<file path="config.mk">
export PLATFORM = sky130hd
export DESIGN_NAME = hazard_scoreboard
export DESIGN_NICKNAME = d
export VERILOG_FILES = /design/src/rtl/hazard_scoreboard_pkg.sv /design/src/rtl/hazard_scoreboard_slot.sv /design/src/rtl/hazard_scoreboard.sv
export SDC_FILE = /design/constraint.sdc
export NUM_CORES = 1
export LEC_CHECK = 0
export BUFFER_PORTS_ARGS = -buffer_cell sky130_fd_sc_hd__buf_2
export CORE_UTILIZATION = 57
export DETAILED_ROUTE_END_ITERATION = 16
export PLACE_DENSITY_LB_ADDON = 0.1
export SKIP_CTS_REPAIR_TIMING = 1
export SYNTH_ARGS = -nofsm -noshare
export SYNTH_HDL_FRONTEND = slang
export SYNTH_SLANG_ARGS = --single-unit
</file>
<file path="constraint.sdc">
create_clock -name clk -period 2.5 [get_ports clk]
set_input_delay 0.125 -clock clk [delete_from_list [all_inputs] [get_ports clk]]
set_output_delay 0.125 -clock clk [all_outputs]
set_load 0.1 [all_outputs]
</file>
<file path="src/rtl/hazard_scoreboard_pkg.sv">
// Shared types for the ID-stage hazard scoreboard: destination kinds and the
// per-slot view exported by each tracking slot.
`ifndef RegAddrBus
`define RegAddrBus 4:0
`endif
`ifndef ZeroReg
`define ZeroReg 5'b00000
`endif

package hazard_scoreboard_pkg;

   localparam int RegAddrW = 5;
   localparam int ScbAgeW  = 16;

   typedef enum logic [1:0] {
      KIND_ALU    = 2'd0,
      KIND_LOAD   = 2'd1,
      KIND_MULDIV = 2'd2,
      KIND_NONE   = 2'd3
   } IdKind;

   typedef enum logic {
      SLOT_EMPTY   = 1'b0,
      SLOT_PENDING = 1'b1
   } slot_state_e;

   // age is widened to ScbAgeW here; the slot stores only $clog2(TIMEOUT+1) bits
   typedef struct packed {
      logic                valid;
      logic [RegAddrW-1:0] rd;
      logic [ScbAgeW-1:0]  age;
   } ScbSlot;

endpackage

</file>
<file path="src/rtl/hazard_scoreboard_slot.sv">
// One outstanding long-latency writer: EMPTY/PENDING FSM, destination and age
// registers, sticky timeout/spurious flags and the source/destination compares.
module scb_slot
   import hazard_scoreboard_pkg::*;
#(
   parameter int TIMEOUT = 1024
) (
   input  logic              clk,
   input  logic              rst_n,
   input  logic              alloc,
   input  logic              done,
   input  logic [`RegAddrBus] alloc_rd,
   input  logic [`RegAddrBus] rs1,
   input  logic [`RegAddrBus] rs2,
   input  logic              rs1_en,
   input  logic              rs2_en,
   input  logic [`RegAddrBus] id_rd,
   output ScbSlot            slot,
   output logic              raw_hit,
   output logic              waw_hit,
   output logic              timeout,
   output logic              spurious
);

   localparam int               AGE_W   = $clog2(TIMEOUT + 1);
   localparam logic [AGE_W-1:0] AGE_MAX = AGE_W'(TIMEOUT);

   slot_state_e       state_q, state_d;
   logic [`RegAddrBus] rd_q, rd_d;
   logic [AGE_W-1:0]  age_q, age_d;
   logic              timeout_q, spurious_q;
   logic              pending;
   logic              rs1_hit, rs2_hit;

   assign pending = (state_q == SLOT_PENDING);

   always_ff @(posedge clk) begin
      if (!rst_n) begin
         state_q    <= SLOT_EMPTY;
         rd_q       <= `ZeroReg;
         age_q      <= '0;
         timeout_q  <= 1'b0;
         spurious_q <= 1'b0;
      end else begin
         state_q    <= state_d;
         rd_q       <= rd_d;
         age_q      <= age_d;
         timeout_q  <= timeout_q | ((state_d == SLOT_PENDING) && (age_d == AGE_MAX));
         spurious_q <= spurious_q | (done & ~pending);
      end
   end

   // A new allocation wins over a same-cycle done: the slot restarts on the new rd
   always_comb begin
      state_d = state_q;
      rd_d    = rd_q;
      age_d   = age_q;
      if (state_q == SLOT_EMPTY) begin
         if (alloc) begin
            state_d = SLOT_PENDING;
            rd_d    = alloc_rd;
            age_d   = '0;
         end
      end else begin
         if (alloc) begin
            rd_d  = alloc_rd;
            age_d = '0;
         end else if (done) begin
            state_d = SLOT_EMPTY;
            rd_d    = `ZeroReg;
            age_d   = '0;
         end else if (age_q < AGE_MAX) begin
            age_d = age_q + 1'b1;
         end
      end
   end

   // RAW ignores done: the result only reaches the bypass the cycle after
   assign rs1_hit = rs1_en && (rs1 != `ZeroReg) && (rs1 == rd_q);
   assign rs2_hit = rs2_en && (rs2 != `ZeroReg) && (rs2 == rd_q);
   assign raw_hit = pending && (rs1_hit || rs2_hit);
   assign waw_hit = pending && !done && (id_rd == rd_q);

   always_comb begin
      slot       = '0;
      slot.valid = pending;
      slot.rd    = rd_q;
      slot.age   = ScbAgeW'(age_q);
   end

   assign timeout  = timeout_q;
   assign spurious = spurious_q;

endmodule

</file>
<file path="src/rtl/hazard_scoreboard.sv">
// ID-stage scoreboard for the one load and one mul/div that may be in flight;
// stalls on hazards the bypass network cannot cover and counts stalled cycles.
module hazard_scoreboard
   import hazard_scoreboard_pkg::*;
#(
   parameter int TIMEOUT = 1024,
   parameter int CNT_W   = 32
) (
   input  logic              clk,
   input  logic              rst_n,
   input  logic              id_valid_i,
   input  IdKind             id_kind_i,
   input  logic [`RegAddrBus] id_rd_i,
   input  logic [`RegAddrBus] id_rs1_i,
   input  logic [`RegAddrBus] id_rs2_i,
   input  logic              id_rs1_en_i,
   input  logic              id_rs2_en_i,
   input  logic              flush_i,
   input  logic              ld_done_i,
   input  logic              md_done_i,
   output logic              stall_o,
   output logic              issue_ok_o,
   output logic              ld_busy_o,
   output logic              md_busy_o,
   output logic [`RegAddrBus] ld_rd_o,
   output logic [`RegAddrBus] md_rd_o,
   output logic              timeout_o,
   output logic              spurious_o,
   output logic [CNT_W-1:0]  stall_cnt_o
);

   ScbSlot     ld_slot, md_slot;
   logic       ld_raw, md_raw, ld_waw, md_waw;
   logic       ld_tmo, md_tmo, ld_spur, md_spur;
   logic       ld_alloc, md_alloc;
   logic       raw_haz, waw_haz, str_haz;
   logic       writes_rd;
   logic [CNT_W-1:0] stall_cnt_q;

   assign writes_rd = (id_kind_i != KIND_NONE) && (id_rd_i != `ZeroReg);

   assign raw_haz = ld_raw | md_raw;
   assign waw_haz = writes_rd && (ld_waw || md_waw);
   // A slot completing this cycle is free for the next occupant
   assign str_haz = ((id_kind_i == KIND_LOAD)   && ld_slot.valid && !ld_done_i) ||
                    ((id_kind_i == KIND_MULDIV) && md_slot.valid && !md_done_i);

   assign stall_o    = id_valid_i && (raw_haz || waw_haz || str_haz);
   assign issue_ok_o = id_valid_i && !stall_o && !flush_i;
   assign ld_alloc   = issue_ok_o && (id_kind_i == KIND_LOAD);
   assign md_alloc   = issue_ok_o && (id_kind_i == KIND_MULDIV);

   scb_slot #(.TIMEOUT(TIMEOUT)) u_ld (
      .clk      (clk),
      .rst_n    (rst_n),
      .alloc    (ld_alloc),
      .done     (ld_done_i),
      .alloc_rd (id_rd_i),
      .rs1      (id_rs1_i),
      .rs2      (id_rs2_i),
      .rs1_en   (id_rs1_en_i),
      .rs2_en   (id_rs2_en_i),
      .id_rd    (id_rd_i),
      .slot     (ld_slot),
      .raw_hit  (ld_raw),
      .waw_hit  (ld_waw),
      .timeout  (ld_tmo),
      .spurious (ld_spur)
   );

   scb_slot #(.TIMEOUT(TIMEOUT)) u_md (
      .clk      (clk),
      .rst_n    (rst_n),
      .alloc    (md_alloc),
      .done     (md_done_i),
      .alloc_rd (id_rd_i),
      .rs1      (id_rs1_i),
      .rs2      (id_rs2_i),
      .rs1_en   (id_rs1_en_i),
      .rs2_en   (id_rs2_en_i),
      .id_rd    (id_rd_i),
      .slot     (md_slot),
      .raw_hit  (md_raw),
      .waw_hit  (md_waw),
      .timeout  (md_tmo),
      .spurious (md_spur)
   );

   // Flushed cycles are not counted: the instruction is gone, not waiting
   always_ff @(posedge clk) begin
      if (!rst_n)
         stall_cnt_q <= '0;
      else if (id_valid_i && stall_o && !flush_i && !(&stall_cnt_q))
         stall_cnt_q <= stall_cnt_q + 1'b1;
   end

   assign ld_busy_o   = ld_slot.valid;
   assign md_busy_o   = md_slot.valid;
   assign ld_rd_o     = ld_slot.rd;
   assign md_rd_o     = md_slot.rd;
   assign timeout_o   = ld_tmo | md_tmo;
   assign spurious_o  = ld_spur | md_spur;
   assign stall_cnt_o = stall_cnt_q;

endmodule

</file>
==> summary.md <==
| Metric | Value |
|---|---|
| Iteration count of the initial detailed-routing pass | 5 |
| Top-count cell post-synth | dfxtp_1 |
| Global route overflow | 0 |
| Top FF cell, synth | dfxtp_1 |
| I/O Buffers | 72 |
| Hold depth | 3 |
| DRT iter0 DRCs | 231 |
| Largest net degree at the start of global routing | 37 |
| Synth unique cells | 61 |
| Share of layout cells above drive strength 1 | 32.0% |
| Place WS | -0.255 ns |
| Period utilization | 97.7% |
| Mapped cell area | 4190 sq um |
| Syn Nets | 529 |
| Synth cell count leaders | dfxtp_1, a21oi_1, nor2_1 |
| Status | finished, final reports clean |
| Initial antenna violation count | 0 |
| Critical path endpoint category | flop |
| FF-to-FF path depth | 9 |
| Seq/Total Area, Yosys | 33.5% |
| Clk pwr share | 38.7% |
| Fin nets | 619 |
| RD Place Congestion | 0.878 |
| Worst EP required | 2.79 ns |
| FF+latch area | 1450 sq um |
| First-pass GRT wire length | 16,700 um |
| Clock Pin Slew Worst Setup and Hold Paths | 0.08 ns |
| CP Launch Type | flop |
| Synth Register Bits | 70 |
| Number of diodes | 0 |
| Clock Path Buffers | 2 |
| Synth async-reset ratio | 0% |
| Share of power burned in registers | 50.6% |
| TritonCTS clock tree | built |
| HPWL Detailed | 7660 um |
| Syn avg cell area | 8.36 sq um |
| Multi-input gate area | 2620 sq um |
| Drt total wl | 11,200 um |
| Area Growth Syn to Fin | 22.1% |
| Root Buffer | clkbuf_8 |
| Crit path DAT | 2.74 ns |
| EDFF count, synth | 0 |
| Final setup violating endpoints | 0 |
| Routed WL per cell | 16.1 um |
| Total CTS buffers | 9 |
| TritonCTS Sinks | 70 |
| Row count | 30 |
| Final hold violation count | 0 |
| Vias per cell | 6.09 |
| Worst hold-check path type | in2reg |
| P per Cell Area | 436 nW/um^2 |
| Measured slew at the worst slew-check pin | 0.822 ns |
| Die area | 7690 sq um |
| Comb pwr share | 10.7% |
| Post-Syn Instances | 501 |
| CP Class | reg2reg |
| Slack of the critical path | 0.0572 ns |
| Antenna-violating nets left | 0 |
| Die Height | 87.7 um |
| Total power | 0.00223 W |
| Fin crit period | 2.44 ns |
| Util after Layout | 73.6% |
| Switching part of the total | 29.3% |
| Max Clk Rate | 409 MHz |
| Pint | 0.00157 W |
| # IOs | 73 |
| P_sw | 0.000653 W |
| Final slew viol count | 0 |
| Total GRT Usage | 27.7% |
| Worst vdd ir | 0.324 mV |
| Chip width | 87.7 um |
| Ranking of synthesized cells by area | dfxtp_1, xnor2_1, a21oi_1 |
| # DRC | 0 |
| Synth top area share | 33.5% |
| Vias in the first global route | 3,623 |
| Fill cells | 544 |
| Dominant cell type by area after synthesis | dfxtp_1 |
| Vias | 4,214 |
| Syn. warnings | 0 |
| Initial Util | 60.3% |
| Clock skew | 0.0165 ns |
| Static Leak | 2.00 nW |
| H-tree levels | 3 |
| Max-cap viol count | 0 |
| Critical-path maximum fanout | 18 |
| Insertion delay to the later sink of the worst-skew pair | 0.37 ns |
| Core box area | 6940 sq um |
| Max-slew headroom | 45.2% |
==> cells by family (layout without fill, tap and decap cells) <==
logic type | after synthesis | in the layout | synth area share (%)
XOR/XNOR | 43 | 43 | 9.00
flip-flops | 70 | 70 | 33.5
buffers and inverters | 46 | 140 | 6.16
adder cells (fa/ha/maj) | 3 | 3 | 0.897
multiplexers | 8 | 8 | 1.91
AND/OR/NAND/NOR | 212 | 212 | 29.1
AO/OA/AOI/OAI | 119 | 120 | 19.5
==> cell type report <==
type	instances	area share, %
Timing Repair Buffer	113	13.5
Inverter	11	0.857
Clock inverter	7	1.15
Sequential cell	70	28.4
Multi-Input combinational cell	386	51.3
Tap cell	96	2.35
Clock buffer	9	2.42
==> sequential cells by signal (all words and copies together), names as in the netlist <==
signal         cells
stall_cnt_o       32
u_ld.age_q        11
u_ld.pending       1
u_ld.rd_q          5
u_ld.spurious      1
u_ld.timeout       1
u_md.age_q        11
u_md.pending       1
u_md.rd_q          5
u_md.spurious      1
u_md.timeout       1
==> cell usage in the layout, fill, tap and decap left out, types with 4 or more instances in the layout <==
cell type	count
or3_1	10
xor2_1	11
nor2b_1	4
o21ai_1	9
and3_1	15
buf_2	70
xnor2_1	31
nand4_1	17
nand2_1	31
nor4_1	4
nand3_1	27
nand2b_1	9
buf_4	41
a21oi_1	45
and2_1	8
mux2i_1	8
o31ai_1	19
inv_1	9
clkbuf_8	9
o22ai_1	7
dfxtp_1	34
nor2_1	37
o211ai_1	9
dfxtp_2	34
nor3_1	7
or4_1	23
==> worst paths after layout <==
path / start / endpoint / slack, ns
worst max-delay path: u_ld.rd_q[3] / stall_cnt_o[8] / 0.06
worst min-delay path: id_rd_i[0] / u_ld.rd_q[0] / 0.08
worst max register to register: u_ld.rd_q[3] / stall_cnt_o[8] / 0.06
worst min register to register: u_ld.timeout / u_ld.timeout / 0.47
==> power by group through the flow <==
stage	registers (W)	logic (W)	clock network, W
final	0.00113	0.000238	0.000861
after floorplan	0.00116	0.000141	0
after global placement	0.00115	0.000226	0
after global routing	0.00113	0.000251	0.000933
after CTS	0.00113	0.000230	0.000881
after detailed placement	0.00115	0.000229	0
==> critical path: stages, from the launching register on <==
cell and delay [ns]:
dfxtp_2 0.35, buf_4 0.14, xnor2_1 0.15, nand4_1 0.13, nor3_2 0.30, o221a_4 0.27
buf_4 0.14, o31ai_4 0.18, or4_1 0.56, a21oi_1 0.15
==> layer usage <==
metal	track usage (%)	vias to the layer above	part of all wire [%]
met5	0	-	0
met1	34.5	2015	44
li1	-	2044	-
met2	47.0	139	49
met4	8.20	0	1.4
met3	6.97	16	5.6
==> metrics by stage <==
step | instance area, sq um | hold WS (ns) | TNS [ns] | instances
6_report | 5110 | 0.0787 | 0 | 692
5_1_grt | 5110 | 0.0740 | -0.251 | 692
4_1_cts | 4990 | 0.0729 | -3.47 | 688
3_5_place_dp | 4810 | 0.449 | -3.09 | 672
3_3_place_gp | 4810 | 0.434 | -0.832 | 672
2_1_floorplan | 4240 | 0.266 | 0 | 501
(Power assumes the default switching activity.)
